### src/rtl/mac1d_pipe.sv
// Pipelined WIN_W-tap multiply-accumulate: product stage, registered pairwise adder tree,
// then a rounding shift and saturation in the output register. Sample-to-result latency is $clog2(WIN_W)+2 edges.
module mac1d_pipe #(
  parameter int WIN_W  = 3,
  parameter int DATA_W = 8,
  parameter int KERN_W = 8,
  parameter int SIGNED = 1,
  parameter int SHIFT  = 0,
  parameter int OUT_W  = 16
) (
  input  logic                      clk,
  input  logic                      rst_n,
  input  logic                      kern_ld,
  input  logic [WIN_W*KERN_W-1:0]   kern_in,
  input  logic                      in_valid,
  output logic                      in_ready,
  input  logic [WIN_W*DATA_W-1:0]   in_arr,
  output logic                      out_valid,
  input  logic                      out_ready,
  output logic [OUT_W-1:0]          out_data,
  output logic                      out_sat
);

  localparam int PROD_W  = DATA_W + KERN_W;
  localparam int TREE_ST = $clog2(WIN_W);
  localparam int ACC_W   = PROD_W + TREE_ST;
  localparam int RED_W   = ACC_W + 1;
  localparam int CMP_W   = ((RED_W > OUT_W) ? RED_W : OUT_W) + 2;
  localparam int RND_SH  = (SHIFT > 0) ? SHIFT - 1 : 0;

  localparam logic [RED_W-1:0]        RND     = (SHIFT > 0) ? (RED_W'(1) << RND_SH) : '0;
  localparam logic signed [CMP_W-1:0] ONE     = CMP_W'(1);
  localparam logic signed [CMP_W-1:0] SAT_MAX = (SIGNED != 0) ? (ONE <<< (OUT_W - 1)) - ONE
                                                              : (ONE <<< OUT_W) - ONE;
  localparam logic signed [CMP_W-1:0] SAT_MIN = (SIGNED != 0) ? -(ONE <<< (OUT_W - 1)) : '0;

  // Number of live operands at tree level l (level 0 = products).
  function automatic int cnt_at(input int l);
    return (WIN_W + (1 << l) - 1) >> l;
  endfunction

  logic                 w_en;
  logic [KERN_W-1:0]    r_kern [WIN_W];
  logic [PROD_W-1:0]    w_a_x  [WIN_W];
  logic [PROD_W-1:0]    w_k_x  [WIN_W];
  logic [PROD_W-1:0]    r_prod [WIN_W];
  logic                 r_p_valid;
  logic [ACC_W-1:0]     w_lvl  [TREE_ST+1][WIN_W];
  logic [TREE_ST:0]     w_lvl_vld;

  assign w_en     = !out_valid || out_ready;
  assign in_ready = w_en;

  always_ff @(posedge clk or negedge rst_n) begin
    if (!rst_n) begin
      for (int i = 0; i < WIN_W; i++) r_kern[i] <= '0;
    end else if (kern_ld) begin
      for (int i = 0; i < WIN_W; i++) r_kern[i] <= kern_in[i*KERN_W +: KERN_W];
    end
  end

  for (genvar i = 0; i < WIN_W; i++) begin : g_tap
    assign w_a_x[i] = (SIGNED != 0) ? PROD_W'($signed(in_arr[i*DATA_W +: DATA_W]))
                                    : PROD_W'(in_arr[i*DATA_W +: DATA_W]);
    assign w_k_x[i] = (SIGNED != 0) ? PROD_W'($signed(r_kern[i])) : PROD_W'(r_kern[i]);
    assign w_lvl[0][i] = (SIGNED != 0) ? ACC_W'($signed(r_prod[i])) : ACC_W'(r_prod[i]);
  end
  assign w_lvl_vld[0] = r_p_valid;

  always_ff @(posedge clk or negedge rst_n) begin
    if (!rst_n)    r_p_valid <= 1'b0;
    else if (w_en) r_p_valid <= in_valid;
  end

  // NOTE: datapath registers carry no reset; only the valid bits qualify them, so leaving
  // them out of the async reset keeps the reset tree small and the flops simpler.
  always_ff @(posedge clk) begin
    if (w_en && in_valid) begin
      for (int i = 0; i < WIN_W; i++) r_prod[i] <= w_a_x[i] * w_k_x[i];
    end
  end

  for (genvar l = 1; l <= TREE_ST; l++) begin : g_lvl
    localparam int N_PREV = cnt_at(l - 1);
    localparam int N      = cnt_at(l);
    logic r_vld;

    always_ff @(posedge clk or negedge rst_n) begin
      if (!rst_n)    r_vld <= 1'b0;
      else if (w_en) r_vld <= w_lvl_vld[l-1];
    end
    assign w_lvl_vld[l] = r_vld;

    for (genvar j = 0; j < N; j++) begin : g_node
      logic [ACC_W-1:0] r_sum;
      if (2*j + 1 < N_PREV) begin : g_add
        always_ff @(posedge clk) if (w_en) r_sum <= w_lvl[l-1][2*j] + w_lvl[l-1][2*j+1];
      end else begin : g_pass
        always_ff @(posedge clk) if (w_en) r_sum <= w_lvl[l-1][2*j];
      end
      assign w_lvl[l][j] = r_sum;
    end
    for (genvar j = N; j < WIN_W; j++) begin : g_zero
      assign w_lvl[l][j] = '0;
    end
  end

  logic [RED_W-1:0]        w_ext;
  logic [RED_W-1:0]        w_rnd;
  logic [RED_W-1:0]        w_red;
  logic signed [CMP_W-1:0] w_cmp;
  logic                    w_over;
  logic                    w_under;
  logic [OUT_W-1:0]        w_res;

  // NOTE: every always_comb output gets a value on every path, so no latch can be inferred.
  always_comb begin
    w_ext   = (SIGNED != 0) ? RED_W'($signed(w_lvl[TREE_ST][0])) : RED_W'(w_lvl[TREE_ST][0]);
    w_rnd   = w_ext + RND;
    if (SIGNED != 0) w_red = $signed(w_rnd) >>> SHIFT;
    else             w_red = w_rnd >> SHIFT;
    w_cmp   = (SIGNED != 0) ? CMP_W'($signed(w_red)) : CMP_W'(w_red);
    w_over  = w_cmp > SAT_MAX;
    w_under = w_cmp < SAT_MIN;
    w_res   = w_cmp[OUT_W-1:0];
    if (w_over)       w_res = SAT_MAX[OUT_W-1:0];
    else if (w_under) w_res = SAT_MIN[OUT_W-1:0];
  end

  always_ff @(posedge clk or negedge rst_n) begin
    if (!rst_n) begin
      out_valid <= 1'b0;
      out_data  <= '0;
      out_sat   <= 1'b0;
    end else if (w_en) begin
      out_valid <= w_lvl_vld[TREE_ST];
      if (w_lvl_vld[TREE_ST]) begin
        out_data <= w_res;
        out_sat  <= w_over || w_under;
      end
    end
  end

endmodule

### config.mk
export PLATFORM = sky130hd
export DESIGN_NAME = mac1d_pipe
export DESIGN_NICKNAME = d
export VERILOG_FILES = /design/src/rtl/mac1d_pipe.sv
export SDC_FILE = /design/constraint.sdc
export NUM_CORES = 1
export LEC_CHECK = 0
export BUFFER_PORTS_ARGS = -buffer_cell sky130_fd_sc_hd__buf_2
export CORE_AREA = 2 2 182 202
export DETAILED_ROUTE_END_ITERATION = 8
export DIE_AREA = 0 0 184 204
export PLACE_DENSITY_LB_ADDON = 0.08
export SLEW_MARGIN = 15
export SYNTH_ARGS = -nofsm -noshare
export SYNTH_HDL_FRONTEND = slang
export SYNTH_SLANG_ARGS = --single-unit
### constraint.sdc
create_clock -name clk -period 6.5 [get_ports clk]
set_clock_uncertainty 0.05 [all_clocks]
set_input_delay 0.325 -clock clk [delete_from_list [all_inputs] [get_ports clk]]
set_output_delay 0.325 -clock clk [all_outputs]
set_load 0.01 [all_outputs]
==> reports/results.ini, run 1 <==
[drt]
ant_nets=0
wl_um=26900
dr_total_vias=8890
drt_iter0_drc=338
wl_per_cell_um=14.2
first_pass_iters=4
avgViaCountPerCell=4.69
drc=0

[clock_network]
cts_tree=done
cts_buffer_depth=2
clock_latency_ns=0.44
cts_hold_buffers=0
ctsRootBufferMaster=clkbuf_16
clkSinkCount=144
postCtsResizedCells=0
numCtsBuffers=17
post_cts_buffers=0
clk_pin_slew_worst_paths_ns=0.07
htreeDepth=4

[synthesis]
synth_fp_nets=1702
synth.cell_area_sq_um=14000
synth_top_area_share=0.239
synthTopCellsByArea=fa_1 (24%), edfxtp_1 (21%), ha_1 (11%), dfrtp_1 (8.0%), inv_1 (7.1%)
synth_ff_type=edfxtp_1
yosysSeqAreaShare=0.293
yosys_warnings=0
syn_avg_cell_area_sq_um=10.3
synthDistinctLibCells=54
async_flop_share=0.313
synth_edf_count=99
synth_top_cell_by_area=fa_1
synthCells=1362
ys_seq_elements=144

[timing]
tightestPinTransition_ns=0.960
worst_hold_slack_ns=-0.0270
rsz0062_at_grt=false
finalHoldViolCount=43
setup_viol=0
max_freq_mhz=213
fin_tns_setup_ns=0
maxSlewHeadroom=0.360
drv_slew=0
min_period_ns=4.68
period_share=0.721

[die]
core_sq_um=35600
die_height_um=204
die_w_um=184
rows=73
start_util=0.393
die-area_sq_um=37500
num_io_pins=72

[final_layout]
register_area_sq_um=4100
multi_input_area_sq_um=8840
final_cells=1897
nets=1774
syn2layout_area_growth_pct=10.1
diodes=0
mostFrequentLayoutCells=inv_1 (265), fa_1 (167), and2_1 (123)
fillerInstances=3468
final_layout_size_suffix_gt1_frac=0.0974
layout_commonest_cell=inv_1

[setup_path]
path_class=flop to flop
crit_end=r_prod[0][14]
arrival_ns=4.81
reg2regPathDepth=15
end_kind=flop
critical_path.startpoint=r_kern[18]
r2r_start=r_kern[18]
required_ns=6.63
r2r_slack_ns=1.82
start_kind=flop
reg2reg_to=r_prod[0][14]
path_max_fanout=9

[place]
io_buffers=71
placed_cells=1865
place.gp.congestion=0.798
hpwl_um=21600

[global_routing]
grt_antenna_before_repair=0
grt_pass1_vias=9052
overflow=0
grt_pass1_wl_um=45900
grt_usage=0.155
grt_start_max_net_pins=59

[power_and_ir_drop]
irDropWorstVdd_v=0.000246
total_power_mw=8.14
p_per_area_nw_per_um2=528
p_leak_nw=7.17

[flow_run]
maxCapViolCount=0

[outcome]
violations=negative hold slack
run_status=finished, violations left

[hold_path]
min_path_type=input pin to async pin

==> synth_stat cells (all sizes together), types with 5 or more instances <==
master,number
inv,265
fa,167
and2,124
ha,120
nand2,115
edfxtp,99
xnor2,61
o21ai,54
a21oi,45
dfrtp,45
nor2,44
mux2,31
nor2b,26
clkbuf,21
a21o,16
nand2b,15
a211oi,12
nor3,12
o21a,10
o21bai,10
xor2,9
nand3,7
a31oi,5
and3,5
==> cells by family after synthesis <==
logic type,after synthesis,share of synthesized area
multiplexers,33,0.0264
flip-flops,144,0.293
AND/OR/NAND/NOR,360,0.131
XOR/XNOR,70,0.0438
buffers and inverters,286,0.0766
adder cells (fa/ha/maj),287,0.346
AO/OA/AOI/OAI,182,0.0834
==> sequential cells by signal, summed over array words and instances, names as in the netlist <==
register / cells
r_p_valid: 1
out_valid: 1
r_prod: 48
out_sat: 1
out_data: 16
g_lvl.r_vld: 2
r_kern: 24
g_lvl.g_node.r_sum: 51
==> per-stage QoR <==
stage / utilization / area, sq um / setup slack (ns) / hold WS (ns)
4_1_cts: 0.433 / 15400 / 1.77 / 0.00545
5_1_grt: 0.433 / 15400 / 1.49 / 0.0286
6_report: 0.433 / 15400 / 1.82 / -0.0270
3_3_place_gp: 0.417 / 14900 / 1.86 / 0.353
3_5_place_dp: 0.417 / 14900 / 1.78 / 0.355
2_1_floorplan: - / 14000 / 2.02 / -0.0206
==> where the power goes <==
part           leakage [nW]  switching [mW]  internal [mW]
logic                  5.41            2.87           2.35
clock network         0.254           0.419          0.529
registers              1.50           0.240           1.73
==> layer usage <==
layer / global-route usage / part of all wire
met5: 0 / 0
met3: 0.0223 / 0.023
met2: 0.252 / 0.46
met4: 0.0520 / 0.020
met1: 0.212 / 0.50
==> critical path, cell delays in order, from the launching register on <==
cell and delay [ns]:
dfrtp_1 0.47, nand2_1 0.19, inv_1 0.07, fa_1 0.58, inv_1 0.15, fa_1 0.55
inv_1 0.05, fa_1 0.53, inv_1 0.05, fa_1 0.53, inv_1 0.04, ha_1 0.36
a21boi_0 0.15, a41o_1 0.22, o41ai_1 0.32, xnor2_1 0.10
==> worst min path at each step <==
stage	start	endpoint	slack, ns
2_1_floorplan	rst_n	g_lvl[1].r_vld	-0.02
3_5_place_dp	r_prod[2][10]	g_lvl[1].g_node[1].r_sum[10]	0.35
6_report	rst_n	out_data[4]	-0.03
3_3_place_gp	r_prod[2][10]	g_lvl[1].g_node[1].r_sum[10]	0.35
5_1_grt	rst_n	out_data[4]	0.03
4_1_cts	rst_n	r_kern[11]	0.005
==> final cells by class <==
class | count | area share
clock buffers | 20 | 0.0283
clock inverters | 12 | 0.00714
inverters | 265 | 0.0645
multi-input cells | 932 | 0.573
flip-flops and latches | 144 | 0.266
well taps | 450 | 0.0365
repair buffers | 74 | 0.0245
(Power assumes the default switching activity.)
==> inputs of run 2 (changes only) <==
Clock period 6.5 ns to 4.5 ns, I/O delays scaled along.
==> run 2 against run 1 <==
Effect of this change: the run now ends clean; clock-buffer cell count is 3 lower; via count is 2.4% higher; routed wire length is 0.83% higher; core utilization is 2.1 points higher; register-to-register slack worse by 1.7 ns; non-clock buffer count is 64 higher; die area stayed put; combinational power is 56% higher; sequential power is 43% higher; setup slack worse by 1.7 ns; global-route usage is 0.12 points higher; final area is 4.9% higher; largest cell class unchanged.
==> reports/results.ini, run 2 (synthesized netlist as in run 1, its figures left out) <==
[outcome]
run_status=complete, no violations

[drt]
drt_iter0_drc=343
avgViaCountPerCell=4.64
ant_nets=0
dr_total_vias=9103
drc=0
wl_per_cell_um=13.8
wl_um=27100
first_pass_iters=4

[setup_path]
reg2regPathDepth=15
end_kind=flop
path_class=flop to flop
start_kind=flop
path_max_fanout=4
arrival_ns=4.47
cp_cell_sequence=buf_4 -> and2_1 -> fa_1 -> inv_2 -> fa_1 -> inv_1 -> fa_1 -> inv_1 -> fa_1 -> inv_2 -> ha_4 -> a21boi_0 -> a41o_1 -> o41ai_2 -> xnor2_1
reg2reg_to=r_prod[0][14]
critPathMaxStageDelay_ns=0.53
required_ns=4.63
crit_top_cell=fa_1
r2r_start=r_kern[20]
r2r_slack_ns=0.16
slowest_stage=fa_1

[die]
core_sq_um=35600
rows=73
die_height_um=204
start_util=0.393
num_io_pins=72
die-area_sq_um=37500
die_w_um=184

[clock_network]
cts_buffer_depth=2
clkSinkCount=144
numCtsBuffers=17
clk_pin_slew_worst_paths_ns=0.07
htreeDepth=4
ctsRootBufferMaster=clkbuf_16
cts_tree=done
clock_latency_ns=0.44

[power_and_ir_drop]
p_int_mw=7.08
p_per_area_nw_per_um2=768
irDropWorstVdd_v=0.000371
p_sw_mw=5.34
power_frac_comb=0.655
netSwitchingFraction=0.430
clkPwrFrac=0.118
p_leak_nw=7.48
p_seq_frac=0.227

[final_layout]
syn2layout_area_growth_pct=15.4
mostFrequentLayoutCells=inv_1 (257), fa_1 (166), and2_1 (122)
nets=1838
diodes=0
largest_reg_flops=51
regMostFlops=g_lvl.g_node.r_sum
final_cells=1961
layout_commonest_cell=inv_1
final_layout_size_suffix_gt1_frac=0.148
largestRegisters=g_lvl.g_node.r_sum x51, r_prod x48, r_kern x24

[place]
place.gp.congestion=0.797
io_buffers=71
placed_cells=1893
hpwl_um=21800

[global_routing]
grt.met3_usage=0.0258
grt_start_max_net_pins=55
overflow=0
grt_antenna_before_repair=0
grtUsageMet1=0.214
grt_pass1_vias=9320
grt_pass1_wl_um=46400
met2_usage=0.256
grt_usage=0.156
grt_busiest_layer=met2

[flow_run]
maxCapViolCount=0

[timing]
min_period_ns=4.34
drv_slew=0
tightestPinTransition_ns=0.983
period_share=0.964
max_freq_mhz=230
finalHoldViolCount=0
maxSlewHeadroom=0.344
worst_hold_slack_ns=0.0415
setup_viol=0
fin_tns_setup_ns=0

[hold_path]
hold_start=kern_in[0]
whs_endpoint=r_kern[16]
min_path_type=input pin to flop
worstHoldPathCells=2

## run 2: power groups by stage
stage	combinational (mW)	clock (mW)	sequential, mW
floorplan	6.09	0	2.74
global placement	7.75	0	2.85
detailed placement	7.79	0	2.85
CTS	7.91	1.52	2.83
global route	9.40	1.57	2.91
finish	8.14	1.46	2.82
## run 2: routing by layer
metal  vias to the layer above  routed length (um)
li1                       4648                   -
met1                      4340               13400
met2                        92               12700
met3                        23                 584
met4                         0                 340
met5                         -                   0
## run 2: area by class of cell
class / count / area (sq um)
Tap cell: 450 / 563
Clock inverter: 15 / 174
Timing Repair Buffer: 138 / 922
Fill cell: 3447 / 19500
Sequential cell: 144 / 4110
Inverter: 265 / 995
Clock buffer: 17 / 425
Multi-Input combinational cell: 932 / 8980
## run 2: how the worst max path moves through the flow
stage / slack [ns] / startpoint / cells after the start / to
floorplan: 0.02 / r_kern[20] / 15 / r_prod[0][14]
global placement: 0.02 / r_kern[20] / 16 / r_prod[0][15]
detailed placement: 0.01 / r_kern[20] / 16 / r_prod[0][15]
CTS: 0.01 / r_kern[12] / 16 / r_prod[1][15]
global route: -0.001 / r_kern[20] / 15 / r_prod[0][14]
finish: 0.16 / r_kern[20] / 15 / r_prod[0][14]
## run 2: worst max-delay path: cells and delay by family (launching register included)
| kind | cells | cell delay (ns) |
|---|---|---|
| AND/OR/NAND/NOR | 1 | 0.14 |
| buffers and inverters | 5 | 0.36 |
| AO/OA/AOI/OAI | 3 | 0.68 |
| XOR/XNOR | 1 | 0.11 |
| adder cells (fa/ha/maj) | 5 | 2.32 |
| flip-flops | 1 | 0.41 |
## run 2: repair_timing
item | 4_1_cts | 5_1_grt
pin swaps | 0 | 23
endpoints found under the setup margin | 3 | 8
buffers inserted | 0 | 11
resized for setup | 2 | 41
hold buffers | 25 | 0
hold endpoints to repair | 69 | 0
## run 2: per-stage QoR
stage          utilization  setup slack [ns]  cell area [sq um]  power (mW)
6_report             0.454             0.161              16200        12.4
5_1_grt              0.454          -0.00141              16200        13.9
4_1_cts              0.448            0.0130              15900        12.3
3_5_place_dp         0.423            0.0112              15100        10.6
3_3_place_gp         0.423            0.0234              15100        10.6
2_1_floorplan            -            0.0198              14000        8.83
==> inputs of run 3 (changes only) <==
Settings changed: PLACE_DENSITY_LB_ADDON 0.08 to default.
==> run 3 against run 2 <==
Effect of this change: sequential cell count unchanged; final area decreased by 1.5%; cell count decreased by 1.1%; critical path depth decreased by 1; register-to-register slack got worse by 0.02 ns; critical path type unchanged; highest routed layer unchanged.
==> reports/results.ini, run 3 (synthesized netlist as in run 1, its figures left out) <==
[clock_network]
htreeDepth=4
clk_pin_slew_worst_paths_ns=0.07
numCtsBuffers=17
cts_buffer_depth=2
ctsRootBufferMaster=clkbuf_16
clkSinkCount=144
cts_tree=done
clock_latency_ns=0.43

[final_layout]
final_layout_size_suffix_gt1_frac=0.134
mostFrequentLayoutCells=inv_1 (262), fa_1 (167), and2_1 (121)
largest_reg_flops=51
syn2layout_area_growth_pct=13.7
diodes=0
fillerInstances=3440
nets=1817
final_util=0.447
layout_commonest_cell=inv_1
largestRegisters=g_lvl.g_node.r_sum x51, r_prod x48, r_kern x24
final_cells=1940
regMostFlops=g_lvl.g_node.r_sum

[timing]
period_share=0.968
finalHoldViolCount=0
tightestPinTransition_ns=1.09
worst_hold_slack_ns=0.0123
max_freq_mhz=230
min_period_ns=4.35
maxSlewHeadroom=0.272
rsz0062_at_grt=true
setup_viol=0
fin_tns_setup_ns=0
drv_slew=0

[power_and_ir_drop]
p_int_mw=6.79
netSwitchingFraction=0.431
clkPwrFrac=0.107
p_seq_frac=0.239
p_per_area_nw_per_um2=749
irDropWorstVdd_v=0.000373
total_power_mw=11.9
p_sw_mw=5.14
p_leak_nw=7.36
power_frac_comb=0.654

[outcome]
run_status=complete, no violations

[drt]
ant_nets=0
drt_iter0_drc=370
wl_per_cell_um=13.2
avgViaCountPerCell=4.78
wl_um=25600
first_pass_iters=5
dr_total_vias=9273
drc=0

[setup_path]
reg2regPathDepth=14
arrival_ns=4.47
cp_cell_sequence=and2_1 -> fa_1 -> fa_1 -> fa_1 -> inv_1 -> fa_1 -> inv_1 -> ha_1 -> o21a_1 -> o21ai_0 -> a22oi_2 -> a211oi_1 -> o21bai_1 -> xnor2_1
critPathMaxStageDelay_ns=0.56
cp.depth=14
crit_top_cell=fa_1
required_ns=4.62
crit_family=adder cells
path_buf_inv=2
slowest_stage=fa_1
end_kind=flop
start_kind=flop
path_class=flop to flop
path_max_fanout=8

[global_routing]
grt_antenna_before_repair=0
grt_start_max_net_pins=57
grt_pass1_wl_um=43900
overflow=0
grt_pass1_vias=9215
grt_usage=0.145

[die]
die-area_sq_um=37500
start_util=0.393
core_sq_um=35600
die_height_um=204
num_io_pins=72
rows=73
die_w_um=184

[place]
place.gp.congestion=0.832
io_buffers=71
hpwl_um=20600
placed_cells=1881

[hold_path]
worstHoldPathCells=2
min_path_type=input pin to flop

[flow_run]
maxCapViolCount=0

run 3: routing by layer:
| metal | routed length (um) | GRT usage | vias up | part of all wire |
|---|---|---|---|---|
| met3 | 548 | 0.0203 | 14 | 0.021 |
| met4 | 187 | 0.0311 | 0 | 0.0073 |
| li1 | - | - | 4605 | - |
| met1 | 11600 | 0.191 | 4562 | 0.45 |
| met5 | 0 | 0 | - | 0 |
| met2 | 13300 | 0.254 | 92 | 0.52 |
run 3: final timing paths:
check / from / endpoint / slack [ns]
max: r_kern[13] / r_prod[1][15] / 0.15
min: kern_in[0] / r_kern[16] / 0.01
max reg2reg: r_kern[13] / r_prod[1][15] / 0.15
min reg2reg: r_prod[2][15] / g_lvl[1].g_node[1].r_sum[15] / 0.37
max in group asynchronous: rst_n / r_kern[2] / 3.48
min in group asynchronous: rst_n / out_valid / 0.39
run 3: layout make-up:
type	count	area (sq um)	share of cell area
Clock inverter	12	87.6	0.00550
Multi-Input combinational cell	932	8950	0.562
Inverter	265	995	0.0625
Sequential cell	144	4120	0.258
Tap cell	450	563	0.0354
Timing Repair Buffer	117	772	0.0485
Clock buffer	20	437	0.0274
run 3: stage by stage:
| stage | setup slack [ns] | area [sq um] |
|---|---|---|
| 2_1_floorplan | 0.0198 | 14000 |
| 3_3_place_gp | 0.0954 | 15000 |
| 3_5_place_dp | -0.0209 | 15000 |
| 4_1_cts | 0.00762 | 15700 |
| 5_1_grt | -0.0227 | 15900 |
| 6_report | 0.145 | 15900 |
run 3: worst register-to-register path, cell delays in order (launching register included):
cell      delay, ns
dfrtp_2        0.46
and2_1         0.18
fa_1           0.56
fa_1           0.45
fa_1           0.50
inv_1          0.05
fa_1           0.47
inv_1          0.04
ha_1           0.31
o21a_1         0.23
o21ai_0        0.20
a22oi_2        0.15
a211oi_1       0.23
o21bai_1       0.10
xnor2_1        0.13
run 3: what timing repair did:
item | 4_1_cts | 5_1_grt
setup endpoints to repair | 2 | 10
hold endpoints to repair | 66 | 0
hold buffers | 22 | 0
setup buffers | 0 | 5
resized for setup | 3 | 36
pin swaps | 1 | 12
run 3: power by group through the flow:
| stage | combinational, mW | sequential (mW) | clock (mW) |
|---|---|---|---|
| 2_1_floorplan | 6.09 | 2.74 | 0 |
| 3_3_place_gp | 7.39 | 2.87 | 0 |
| 3_5_place_dp | 7.51 | 2.89 | 0 |
| 4_1_cts | 7.58 | 2.86 | 1.32 |
| 5_1_grt | 9.01 | 2.92 | 1.37 |
| 6_report | 7.81 | 2.85 | 1.27 |
